==> src/rtl/cpu_6502_rmw_seq.sv <==
`default_nettype none
// ============================================================================
// Module   : cpu_6502_rmw_seq
// Purpose  : Multi-cycle sequencer for 6502 read-modify-write memory ops
//            (ASL, LSR, ROL, ROR, INC, DEC). It reads the operand, runs it
//            through the shared ALU, emits the cycle-accurate dummy write of
//            the original value and then writes the result back. N/Z (and C
//            for shifts/rotates) are reported to the status register.
// Ports    : i_clk/i_rst          clock, synchronous active-high reset
//            i_start/i_op/i_addr/i_c   request from decode (sampled in IDLE)
//            o_busy               sequencer occupied
//            o_addr/o_rw/o_wdata/i_rdata/i_rdy   CPU bus
//            o_alu_func/o_alu_left/o_alu_c       shared ALU request
//            i_alu_q/i_alu_c/i_alu_z/i_alu_n     shared ALU response
//            o_flag_we/o_c_we/o_n/o_z/o_c        status register update
//            o_done/o_err         completion / illegal-op pulses
// Revision : 1.0 - initial release
// ============================================================================
module cpu_6502_rmw_seq #(
  parameter int ADDR_W   = 16,
  parameter bit DUMMY_WR = 1'b1
) (
  input  logic              i_clk,
  input  logic              i_rst,
  input  logic              i_start,
  input  logic [2:0]        i_op,
  input  logic [ADDR_W-1:0] i_addr,
  input  logic              i_c,
  output logic              o_busy,
  output logic [ADDR_W-1:0] o_addr,
  output logic              o_rw,
  output logic [7:0]        o_wdata,
  input  logic [7:0]        i_rdata,
  input  logic              i_rdy,
  output logic [3:0]        o_alu_func,
  output logic [7:0]        o_alu_left,
  output logic              o_alu_c,
  input  logic [7:0]        i_alu_q,
  input  logic              i_alu_c,
  input  logic              i_alu_z,
  input  logic              i_alu_n,
  output logic              o_flag_we,
  output logic              o_c_we,
  output logic              o_n,
  output logic              o_z,
  output logic              o_c,
  output logic              o_done,
  output logic              o_err
);

  localparam logic [3:0] C_ALU_NOP = 4'hF;

  typedef enum logic [1:0] {
    S_IDLE = 2'd0,
    S_RD   = 2'd1,
    S_DW   = 2'd2,
    S_FW   = 2'd3
  } state_t;

  state_t              r_state;
  state_t              w_next;
  logic                w_accept;
  logic                w_illegal;

  logic [2:0]          r_op;
  logic [ADDR_W-1:0]   r_addr;
  logic                r_cin;
  logic [7:0]          r_data;
  logic [7:0]          r_res;
  logic                r_res_c;
  logic                r_res_z;
  logic                r_res_n;
  logic                r_err;

  // ALU function code for each legal RMW op.
  function automatic logic [3:0] func_of(input logic [2:0] op);
    case (op)
      3'd0:    func_of = 4'h8;  // ASL
      3'd1:    func_of = 4'h9;  // LSR
      3'd2:    func_of = 4'hA;  // ROL
      3'd3:    func_of = 4'hB;  // ROR
      3'd4:    func_of = 4'h5;  // INC
      3'd5:    func_of = 4'h7;  // DEC
      default: func_of = C_ALU_NOP;
    endcase
  endfunction

  // --------------------------------------------------------------------------
  // State register and datapath latches
  // --------------------------------------------------------------------------
  always_ff @(posedge i_clk) begin
    if (i_rst) begin
      r_state <= S_IDLE;
      r_op    <= 3'd0;
      r_addr  <= '0;
      r_cin   <= 1'b0;
      r_data  <= 8'h00;
      r_res   <= 8'h00;
      r_res_c <= 1'b0;
      r_res_z <= 1'b0;
      r_res_n <= 1'b0;
      r_err   <= 1'b0;
    end else begin
      r_state <= w_next;
      r_err   <= w_illegal;
      if (w_accept) begin
        r_op   <= i_op;
        r_addr <= i_addr;
        r_cin  <= i_c;
      end
      if (r_state == S_RD && i_rdy) begin
        r_data <= i_rdata;
      end
      // The ALU is driven only during DW; capture its answer for FW.
      if (r_state == S_DW) begin
        r_res   <= i_alu_q;
        r_res_c <= i_alu_c;
        r_res_z <= i_alu_z;
        r_res_n <= i_alu_n;
      end
    end
  end

  // --------------------------------------------------------------------------
  // Next state and output decode. Outputs depend on registered state and
  // latches only, so i_start never reaches an output combinationally.
  // --------------------------------------------------------------------------
  always_comb begin
    w_next     = r_state;
    w_accept   = 1'b0;
    w_illegal  = 1'b0;

    o_busy     = (r_state != S_IDLE);
    o_addr     = r_addr;
    o_rw       = 1'b1;
    o_wdata    = 8'h00;
    o_alu_func = C_ALU_NOP;
    o_alu_left = 8'h00;
    o_alu_c    = 1'b0;
    o_flag_we  = 1'b0;
    o_c_we     = 1'b0;
    o_n        = r_res_n;
    o_z        = r_res_z;
    o_c        = r_res_c;
    o_done     = 1'b0;
    o_err      = r_err;

    case (r_state)
      S_IDLE: begin
        if (i_start) begin
          if (i_op <= 3'd5) begin
            w_accept = 1'b1;
            w_next   = S_RD;
          end else begin
            w_illegal = 1'b1;
          end
        end
      end
      S_RD: begin
        if (i_rdy) begin
          w_next = S_DW;
        end
      end
      S_DW: begin
        // The write of the unmodified value is what real 6502 silicon does;
        // some memory-mapped peripherals depend on seeing it.
        if (DUMMY_WR) begin
          o_rw    = 1'b0;
          o_wdata = r_data;
        end
        o_alu_func = func_of(r_op);
        o_alu_left = r_data;
        o_alu_c    = r_cin;
        w_next     = S_FW;
      end
      S_FW: begin
        o_rw      = 1'b0;
        o_wdata   = r_res;
        o_flag_we = 1'b1;
        // Only shifts/rotates (ops 0-3) touch the carry flag.
        o_c_we    = (r_op <= 3'd3);
        o_done    = 1'b1;
        w_next    = S_IDLE;
      end
      default: begin
        w_next = S_IDLE;
      end
    endcase
  end

endmodule
`default_nettype wire

==> config.mk <==
export PLATFORM = sky130hd
export DESIGN_NAME = cpu_6502_rmw_seq
export DESIGN_NICKNAME = d
export VERILOG_FILES = /design/src/rtl/cpu_6502_rmw_seq.sv
export SDC_FILE = /design/constraint.sdc
export NUM_CORES = 1
export LEC_CHECK = 0
export BUFFER_PORTS_ARGS = -buffer_cell sky130_fd_sc_hd__clkbuf_2
export CAP_MARGIN = 20
export CORE_MARGIN = 1
export CORE_UTILIZATION = 30
export CTS_BUF_LIST = sky130_fd_sc_hd__clkbuf_16
export DETAILED_ROUTE_END_ITERATION = 12
export PLACE_DENSITY = 0.53
export SYNTH_ARGS = -nofsm -noshare
export SYNTH_HDL_FRONTEND = slang
export SYNTH_SLANG_ARGS = --single-unit
==> constraint.sdc <==
create_clock -name i_clk -period 3.5 [get_ports i_clk]
set_clock_uncertainty 0.2 [all_clocks]
set_input_delay 0.35 -clock i_clk [delete_from_list [all_inputs] [get_ports i_clk]]
set_output_delay 0.35 -clock i_clk [all_outputs]
set_load 0.005 [all_outputs]
==> results of run 1 <==
## cell type report
type	count	area, um2
clock inverters	1	3.75
flip-flops and latches	42	841
well taps	72	90.1
repair buffers	90	455
fillers	604	3270
clock buffers	5	125
inverters	5	18.8
multi-input cells	150	872
## through the flow
step	std cells	worst slack [ns]	cell area (um2)	hold WS, ns
floorplan	214	1.80	1820	0.232
global placement	359	1.52	2280	0.241
detailed placement	359	1.48	2280	0.248
CTS	365	1.18	2410	0.0976
global route	365	1.03	2410	0.108
finish	365	1.20	2410	0.101
## cells in the final DEF, fill, tap and decap left out
master,synthesis,layout
o21ai_1,10,10
nand3_1,26,26
o21ai_0,9,9
nand2b_1,1,1
nor2b_1,3,3
and3b_1,2,2
or2_2,1,1
inv_1,5,5
clkinv_1,0,1
nor3_1,3,3
nand2_1,17,17
mux2i_1,13,13
dfxtp_1,42,42
ha_1,5,5
and2_1,11,11
buf_4,2,2
nor2_1,14,14
a21o_1,8,8
clkbuf_2,0,88
a21oi_1,26,26
a221oi_2,1,1
clkbuf_16,0,5
## worst min-delay path, cell delays in order
cell      delay [ns]
clkbuf_2        0.08
nand3_1         0.05
a21oi_1         0.05
## flip-flops by register name (all words and copies together) (netlist names)
| name | count |
|---|---|
| o_c | 1 |
| r_data | 8 |
| r_cin | 1 |
| r_res | 8 |
| r_state | 2 |
| o_err | 1 |
| r_op | 3 |
| o_z | 1 |
| o_n | 1 |
| o_addr | 16 |
## worst max-delay path by stage
stage / startpoint / to / slack (ns) / depth (start not counted)
after global placement: r_state[0]$_SDFFE_PP0P_ / o_wdata[6] / 1.52 / 6
after CTS: r_state[0]$_SDFFE_PP0P_ / o_wdata[6] / 1.18 / 6
final: r_state[0]$_SDFFE_PP0P_ / o_wdata[6] / 1.20 / 6
after global routing: r_state[0]$_SDFFE_PP0P_ / o_wdata[7] / 1.03 / 6
after detailed placement: r_state[0]$_SDFFE_PP0P_ / o_wdata[6] / 1.48 / 6
after floorplan: r_state[0]$_SDFFE_PP0P_ / o_wdata[0] / 1.80 / 5
## logic make-up after synthesis
logic type / after synthesis / synth area share
fa+ha+maj: 5 / 0.0344
flops: 42 / 0.462
simple gates: 78 / 0.208
compound gates: 54 / 0.165
mux: 13 / 0.0715
buf+inv: 22 / 0.0585
## per-layer routing
| metal | track usage | vias up | routed length [um] |
|---|---|---|---|
| met5 | 0 | - | 0 |
| met3 | 0.0617 | 5 | 446 |
| met1 | 0.177 | 771 | 2100 |
| met2 | 0.246 | 63 | 2030 |
| li1 | - | 886 | - |
| met4 | 0.0518 | 0 | 48 |
## where the power goes
group	internal (mW)	switching, mW
registers	0.564	0.0461
clock network	0.253	0.164
logic	0.199	0.269
==> results.ini, run 1 <==
[yosys]
synth_area_leaders = dfxtp_1 46%, a21oi_1 7.2%, mux2i_1 7.2%
synth_edf_count = 0
syn_nets = 262
synth_top_area_frac = 0.462
yosysWarnings = 0
synthTopCellsByCount = 42 x dfxtp_1, 26 x a21oi_1, 26 x nand3_1
synth.distinct_cells = 22
synthMostInstantiatedCell = dfxtp_1
syn_inst = 214
synth-async-reset-ratio = 0
synth_area_leader_cell = dfxtp_1
ys_ff_latch = 42
ys.flop_type = dfxtp_1
avgSynthCellArea_um2 = 8.50
ys_seq_area_frac = 0.462
syn_area_um2 = 1820

[critical_path]
reg2reg_depth = 5
r2r_end = o_addr[14]$_SDFFE_PP0P_
cp_max_fo = 16
critical_path.max_stage_delay_ns = 0.37
cp-end-kind = primary output
slowest_stage = dfxtp_1
cp-start-kind = register
cpLargestDelayFamily = buffers and inverters
critPathKind = register to primary output
cp.required_ns = 2.95
path_cells = inv_1, ha_1, buf_4, and2_1, a21o_1, clkbuf_2
path_buf_inv = 3
arrival_ns = 1.75
timing.reg2reg.setup_slack_ns = 1.59
rr_startpoint = r_state[0]$_SDFFE_PP0P_

[routing]
wl_per_cell_um = 12.7
drt_wl_total_um = 4620
num_vias = 1725
drc = 0
vias_per_cell = 4.73
drt_first_pass_iters = 4
dr.first_iter.drc_count = 79
antenna_left = 0

[power]
leakage_nw = 1.15
p_total_mw = 1.50
power.density_nw_per_um2 = 621
max-vdd-ir-drop_mv = 0.256

[final_layout]
antenna_cells = 0
utilization = 0.424
synthToLayoutAreaGrowth_pct = 32.3
nets = 342
drive_gt1_frac = 0.331

[timing]
fin_setup_tns_ns = 0
period_needed_ns = 2.30
finalSetupViolCount = 0
relSlewSlack = 0.502
drv_slew = 0
max_freq_mhz = 435
grt_setup_unrepaired = no
hold_viol = 0
post-route-period-util = 0.658
worst_pin_slew_ns = 0.747

[cts]
root_buffer = clkbuf_16
holdBufCountCts = 0
cts-resized-gates = 0
cts_buffers = 5
cts_max_path_buffers = 2
insertion_delay_ns = 0.27
cts_setup_buffers = 0
cts_sinks = 42
clkTransAtPathRegs_ns = 0.06
h-tree-depth = 2
cts_tree = yes

[global_routing]
grt.total_usage = 0.151
overflow = 0
grt_antenna_before_repair = 0
grt_pass1_vias = 1668
grt_pass1_wl_um = 7400
grt_max_degree = 25

[worst_hold_path]
min_path_cells = 3
hp-class = input pin to register
min_to = o_addr[4]$_SDFFE_PP0P_
hp-start = i_addr[4]

[placed_design]
gp_congestion = 0.676
hpwl_um = 3320
portBuffers = 88

[floorplan]
initial_core_util = 0.321
core.rowCount = 27
die_w_um = 79.9
die-area_um2 = 6380
core_area_um2 = 5680
die_h_um = 79.9
io_pins = 89

[job]
cap_violations = 0

[run_status]
status = finished, final reports clean

(Power assumes the default switching activity.)
==> run 2: changes to the inputs <==
--- a/config.mk
+++ b/config.mk
@@ -5,13 +5,14 @@
 export SDC_FILE = /design/constraint.sdc
 export NUM_CORES = 1
 export LEC_CHECK = 0
+export ABC_AREA = 1
 export BUFFER_PORTS_ARGS = -buffer_cell sky130_fd_sc_hd__clkbuf_2
 export CAP_MARGIN = 20
 export CORE_MARGIN = 1
 export CORE_UTILIZATION = 30
 export CTS_BUF_LIST = sky130_fd_sc_hd__clkbuf_16
 export DETAILED_ROUTE_END_ITERATION = 12
-export PLACE_DENSITY = 0.53
+export PLACE_DENSITY = 0.54
 export SYNTH_ARGS = -nofsm -noshare
 export SYNTH_HDL_FRONTEND = slang
 export SYNTH_SLANG_ARGS = --single-unit
==> constraint.sdc (replaced) <==
create_clock -name i_clk -period 2.2 [get_ports i_clk]
set_clock_uncertainty 0.2 [all_clocks]
set_input_delay 0.22 -clock i_clk [delete_from_list [all_inputs] [get_ports i_clk]]
set_output_delay 0.22 -clock i_clk [all_outputs]
set_load 0.005 [all_outputs]
==> results.ini, run 2 <==
[yosys]
yosysWarnings = 0
synth_edf_count = 0
syn_nets = 295
syn_inst = 247
synth_area_leaders = dfxtp_1 48%, nor2_1 18%, o21ai_0 8.0%
synthTopCellsByCount = 84 x nor2_1, 42 x dfxtp_1, 34 x nand2_1
ys_ff_latch = 42
ys_seq_area_frac = 0.480
synth_area_leader_cell = dfxtp_1
syn_area_um2 = 1750
synth-xor-area-share = 0
synth_top_family_by_area = simple AND/OR/NAND/NOR gates
synthMuxAreaShare = 0
synth_compound_area_frac = 0.125
synthSimpleGateAreaFrac = 0.280
synth-async-reset-ratio = 0
avgSynthCellArea_um2 = 7.09
synthAdderAreaFrac = 0.0357
synth.distinct_cells = 19
ys.flop_type = dfxtp_1
synth_top_area_frac = 0.480
synthMostInstantiatedCell = nor2_1

[worst_hold_path]
min_path_cells = 3
min_to = r_data[1]$_SDFFE_PP0P_
hp-start = i_rdata[1]
hp-class = input pin to register

[cts]
clkTransAtPathRegs_ns = 0.06
cts_sinks = 42
cts_setup_buffers = 0
h-tree-depth = 2
insertion_delay_ns = 0.28
root_buffer = clkbuf_16
cts_buffers = 5
cts_max_path_buffers = 2
cts-resized-gates = 0
cts_tree = yes

[power]
p_seq_frac = 0.389
max-vdd-ir-drop_mv = 0.498
comb_power_share = 0.322
power.density_nw_per_um2 = 1030
p_int_mw = 1.89
leakage_nw = 1.43
switchingPower_mw = 0.906
p_clk_frac = 0.288
switching_share = 0.324

[critical_path]
cp-start-kind = register
path_cells = inv_1, ha_1, buf_4, nand2_1, nand2_1, clkbuf_2
critPathKind = register to primary output
cp_max_fo = 27
slowest_stage = dfxtp_1
reg2reg_depth = 6
critical_path.max_stage_delay_ns = 0.32
rr_startpoint = r_state[1]$_SDFFE_PP0P_
cp-startpoint = r_state[0]$_SDFFE_PP0P_
r2r_end = o_addr[8]$_SDFFE_PP0P_
cp_common_cell = nand2_1
cp-end-kind = primary output
cp.required_ns = 1.78
timing.reg2reg.setup_slack_ns = 0.44
arrival_ns = 1.44

[global_routing]
grt_pass1_vias = 1646
grt_max_degree = 28
grt.total_usage = 0.158
grt_pass1_wl_um = 7570
overflow = 0
grt_antenna_before_repair = 0

[timing]
fin_setup_tns_ns = 0
drv_slew = 0
relSlewSlack = 0.651
period_needed_ns = 1.86
finalSetupViolCount = 0
max_freq_mhz = 539
layout_setup_ws_ns = 0.343
post-route-period-util = 0.844
worst_pin_slew_ns = 0.523
hold_viol = 0
grt_setup_unrepaired = no

[routing]
wl_per_cell_um = 10.7
drc = 0
drt_first_pass_iters = 4
drt_wl_total_um = 4640
dr.first_iter.drc_count = 79
top_layer_used = met4
dr_wl_met3_um = 265
antenna_left = 0
wl_met2_um = 2150
vias_per_cell = 4.31
drt-met1-wl_um = 2150
num_vias = 1874

[final_layout]
final_cell_mix = 88 x clkbuf_2, 84 x nor2_1, 42 x dfxtp_1
drive_gt1_frac = 0.275
antenna_cells = 0
synthToLayoutAreaGrowth_pct = 55.0
nets = 410
multi_input_area_um2 = 772
nFillCells = 611
fin_cells = 435
largest_reg_flops = 16
layout_commonest_cell = clkbuf_2
seq_area_um2 = 841

[floorplan]
die-area_um2 = 6140
die_w_um = 78.4
die_h_um = 78.4
core.rowCount = 27
initial_core_util = 0.314
core_area_um2 = 5570
io_pins = 89

[job]
cap_violations = 0

[placed_design]
place_ws_ns = 0.445
portBuffers = 88
dp.cells = 397
hpwl_um = 3180
gp_congestion = 0.709

[run_status]
status = finished, final reports clean

run 2: cell count changes in the layout (fill, tap and decap cells not counted), sizes merged, moves of 20 or more:
cell / delta
dlygate4sd3: +30
nor2: +70
a21oi: -25
nand3: -21
o21ai: +20
run 2: repair_timing:
action                                  in CTS  in global routing
endpoints found under the hold margin       30                  0
hold buffers                                30                  0
endpoints found under the setup margin       0                  0
run 2: per-stage QoR:
step / hold slack [ns] / total power [mW] / area, um2 / utilization
after floorplan: 0.0993 / 1.65 / 1750 / -
after global placement: 0.234 / 1.96 / 2250 / 0.404
after detailed placement: 0.233 / 1.98 / 2250 / 0.404
after CTS: 0.00282 / 2.83 / 2710 / 0.487
after global routing: 0.00731 / 3.04 / 2710 / 0.487
final: 0.000280 / 2.80 / 2710 / 0.487
run 2: final cells by class:
cell class              count  share of cell area
multi-input cells         172               0.285
clock inverters             3              0.0138
flip-flops and latches     42               0.310
well taps                  72              0.0332
repair buffers            120               0.283
clock buffers               5              0.0461
inverters                  21              0.0291
run 2: kinds of logic after synthesis:
| family | count (synthesis) |
|---|---|
| AO/OA/AOI/OAI | 41 |
| adder cells (fa/ha/maj) | 5 |
| buffers and inverters | 33 |
| flip-flops | 42 |
| AND/OR/NAND/NOR | 126 |
run 2: power groups by stage:
stage	combinational (mW)	clock, mW	sequential (mW)
finish	0.902	0.806	1.09
global route	1.06	0.862	1.12
CTS	0.916	0.827	1.09
detailed placement	0.871	0	1.10
global placement	0.866	0	1.10
floorplan	0.559	0	1.09
run 2: layer usage:
metal / up-vias / GRT usage
li1: 995 / -
met1: 823 / 0.206
met2: 50 / 0.256
met3: 6 / 0.0360
met4: 0 / 0.0556
met5: - / 0
run 2: critical path, delay by kind of cell (launching register included):
| family | cells | cell delay (ns) |
|---|---|---|
| adder cells (fa/ha/maj) | 1 | 0.16 |
| AND/OR/NAND/NOR | 2 | 0.20 |
| buffers and inverters | 3 | 0.47 |
| flip-flops | 1 | 0.32 |
run 2: worst max path at each step:
stage                     cells past startpoint  slack (ns)                 endpoint
final                                         6        0.34               o_wdata[0]
after global routing                          6        0.17               o_wdata[7]
after CTS                                     6        0.31               o_wdata[4]
after detailed placement                      6        0.44  o_addr[15]$_SDFFE_PP0P_
after global placement                        6        0.50   o_addr[3]$_SDFFE_PP0P_
after floorplan                               6        0.64               o_wdata[1]
==> run 3: changes to the inputs <==
--- a/config.mk
+++ b/config.mk
@@ -12,7 +12,7 @@
 export CORE_UTILIZATION = 30
 export CTS_BUF_LIST = sky130_fd_sc_hd__clkbuf_16
 export DETAILED_ROUTE_END_ITERATION = 12
-export PLACE_DENSITY = 0.54
+export PLACE_DENSITY = 0.56
 export SYNTH_ARGS = -nofsm -noshare
 export SYNTH_HDL_FRONTEND = slang
 export SYNTH_SLANG_ARGS = --single-unit
==> constraint.sdc (replaced) <==
create_clock -name i_clk -period 1.5 [get_ports i_clk]
set_clock_uncertainty 0.2 [all_clocks]
set_input_delay 0.15 -clock i_clk [delete_from_list [all_inputs] [get_ports i_clk]]
set_output_delay 0.15 -clock i_clk [all_outputs]
set_load 0.005 [all_outputs]
==> results.ini, run 3 (same netlist as run 2, synthesis figures left out) <==
[power]
p_int_mw = 3.48
max-vdd-ir-drop_mv = 0.725
switchingPower_mw = 1.79
p_clk_frac = 0.226
power.density_nw_per_um2 = 1580
switching_share = 0.340
p_total_mw = 5.27
leakage_nw = 1.70
comb_power_share = 0.455
p_seq_frac = 0.319

[routing]
drc = 0
vias_per_cell = 4.34
drt_wl_total_um = 5540
drt_first_pass_iters = 4
antenna_left = 0
wl_per_cell_um = 11.9
num_vias = 2026
dr.first_iter.drc_count = 50

[critical_path]
cp-end-kind = primary output
cp-start-kind = register
cp_common_cell = nand2_1
cpLargestDelayFamily = buffers and inverters
cp.required_ns = 1.15
cp_max_fo = 6
critPathKind = register to primary output
path_cells = buf_6, ha_4, buf_8, nand2_1, nand2_1, clkbuf_2
slowest_stage = dfxtp_2
path_buf_inv = 3
arrival_ns = 1.26
critical_path.max_stage_delay_ns = 0.34

[timing]
drv_slew = 0
relSlewSlack = 0.816
whs_ns = 0.0144
grt_setup_unrepaired = yes
finalSetupViolCount = 37
worst_pin_slew_ns = 0.276
hold_viol = 0
period_needed_ns = 1.61
post-route-period-util = 1.08
layout_setup_ws_ns = -0.114
max_freq_mhz = 619

[cts]
clkTransAtPathRegs_ns = 0.06
h-tree-depth = 2
cts_max_path_buffers = 2
cts_buffers = 5
cts_tree = yes
root_buffer = clkbuf_16
insertion_delay_ns = 0.28
cts_sinks = 42

[placed_design]
gp_congestion = 0.799
hpwl_um = 3280
portBuffers = 88
place_area_um2 = 2380
place_ws_ns = -0.0301

[job]
cap_violations = 0

[final_layout]
layout_commonest_cell = clkbuf_2
utilization = 0.600
synthToLayoutAreaGrowth_pct = 91.0
final_cell_mix = 84 x clkbuf_2, 65 x nor2_1, 40 x dfxtp_1
nets = 442
multi_input_area_um2 = 1000
seq_area_um2 = 846
nFillCells = 528
drive_gt1_frac = 0.466
largest_reg_flops = 16
antenna_cells = 0
design_area_um2 = 3340

[floorplan]
initial_core_util = 0.314
die-area_um2 = 6140
io_pins = 89
die_h_um = 78.4
die_w_um = 78.4
core.rowCount = 27
core_area_um2 = 5570

[run_status]
status = finished, violations left
violations = negative setup slack

[global_routing]
grt_pass1_vias = 1717
grt.total_usage = 0.166
grt_antenna_before_repair = 0
grt_max_degree = 27
overflow = 0
grt_pass1_wl_um = 7890

[worst_hold_path]
hp-class = input pin to register

run 3: what timing repair did:
item	in CTS	in global routing
setup buffers	5	6
gates cloned	1	2
pin swaps	4	30
setup endpoints to repair	55	46
hold buffers	38	0
gates resized for setup	24	81
endpoints found under the hold margin	38	0
run 3: worst min-delay path, cell delays in order:
cell	delay (ns)
clkbuf_2	0.13
nand2_1	0.11
nor3_1	0.05
run 3: per-layer routing:
layer | wire, um | part of all wire | track usage | vias to the layer above
met4 | 65 | 0.012 | 0.0611 | 0
met1 | 2580 | 0.47 | 0.209 | 911
met5 | 0 | 0 | 0 | -
met3 | 192 | 0.035 | 0.0360 | 5
met2 | 2700 | 0.49 | 0.275 | 53
li1 | - | - | - | 1057
run 3: power groups by stage:
stage / Clock (mW) / Sequential [mW] / Combinational, mW
after floorplan: 0 / 1.60 / 0.825
after global placement: 0 / 1.61 / 1.51
after detailed placement: 0 / 1.62 / 1.52
after CTS: 1.22 / 1.63 / 1.84
after global routing: 1.28 / 1.72 / 2.63
final: 1.19 / 1.68 / 2.40
run 3: path summary, 6_finish.rpt:
| path | to | cells past startpoint | startpoint | slack (ns) |
|---|---|---|---|---|
| hold / removal | o_err$_SDFF_PP0_ | 3 | i_op[1] | 0.01 |
| setup reg to reg | r_state[0]$_SDFFE_PP0P_ | 7 | r_state[0]$_SDFFE_PP0P_ | -0.03 |
| setup / recovery | o_wdata[4] | 6 | r_state[0]$_SDFFE_PP0P_ | -0.11 |
| hold reg to reg | o_addr[1]$_SDFFE_PP0P_ | 2 | o_addr[1]$_SDFFE_PP0P_ | 0.27 |
run 3: metrics by stage:
step / setup TNS, ns / instances
3_5_place_dp: -0.191 / 409
5_1_grt: -5.22 / 467
3_3_place_gp: 0 / 409
2_1_floorplan: 0 / 247
4_1_cts: -1.43 / 460
6_report: -2.11 / 467
run 3: cell type report:
type                       count  area share
timing repair buffer         151       0.344
multi-input combinational    172       0.299
sequential                    42       0.253
clock buffer                   5      0.0374
tap                           72      0.0269
inverter                      21      0.0254
clock inverter                 3      0.0120
timing repair inverter         1     0.00225
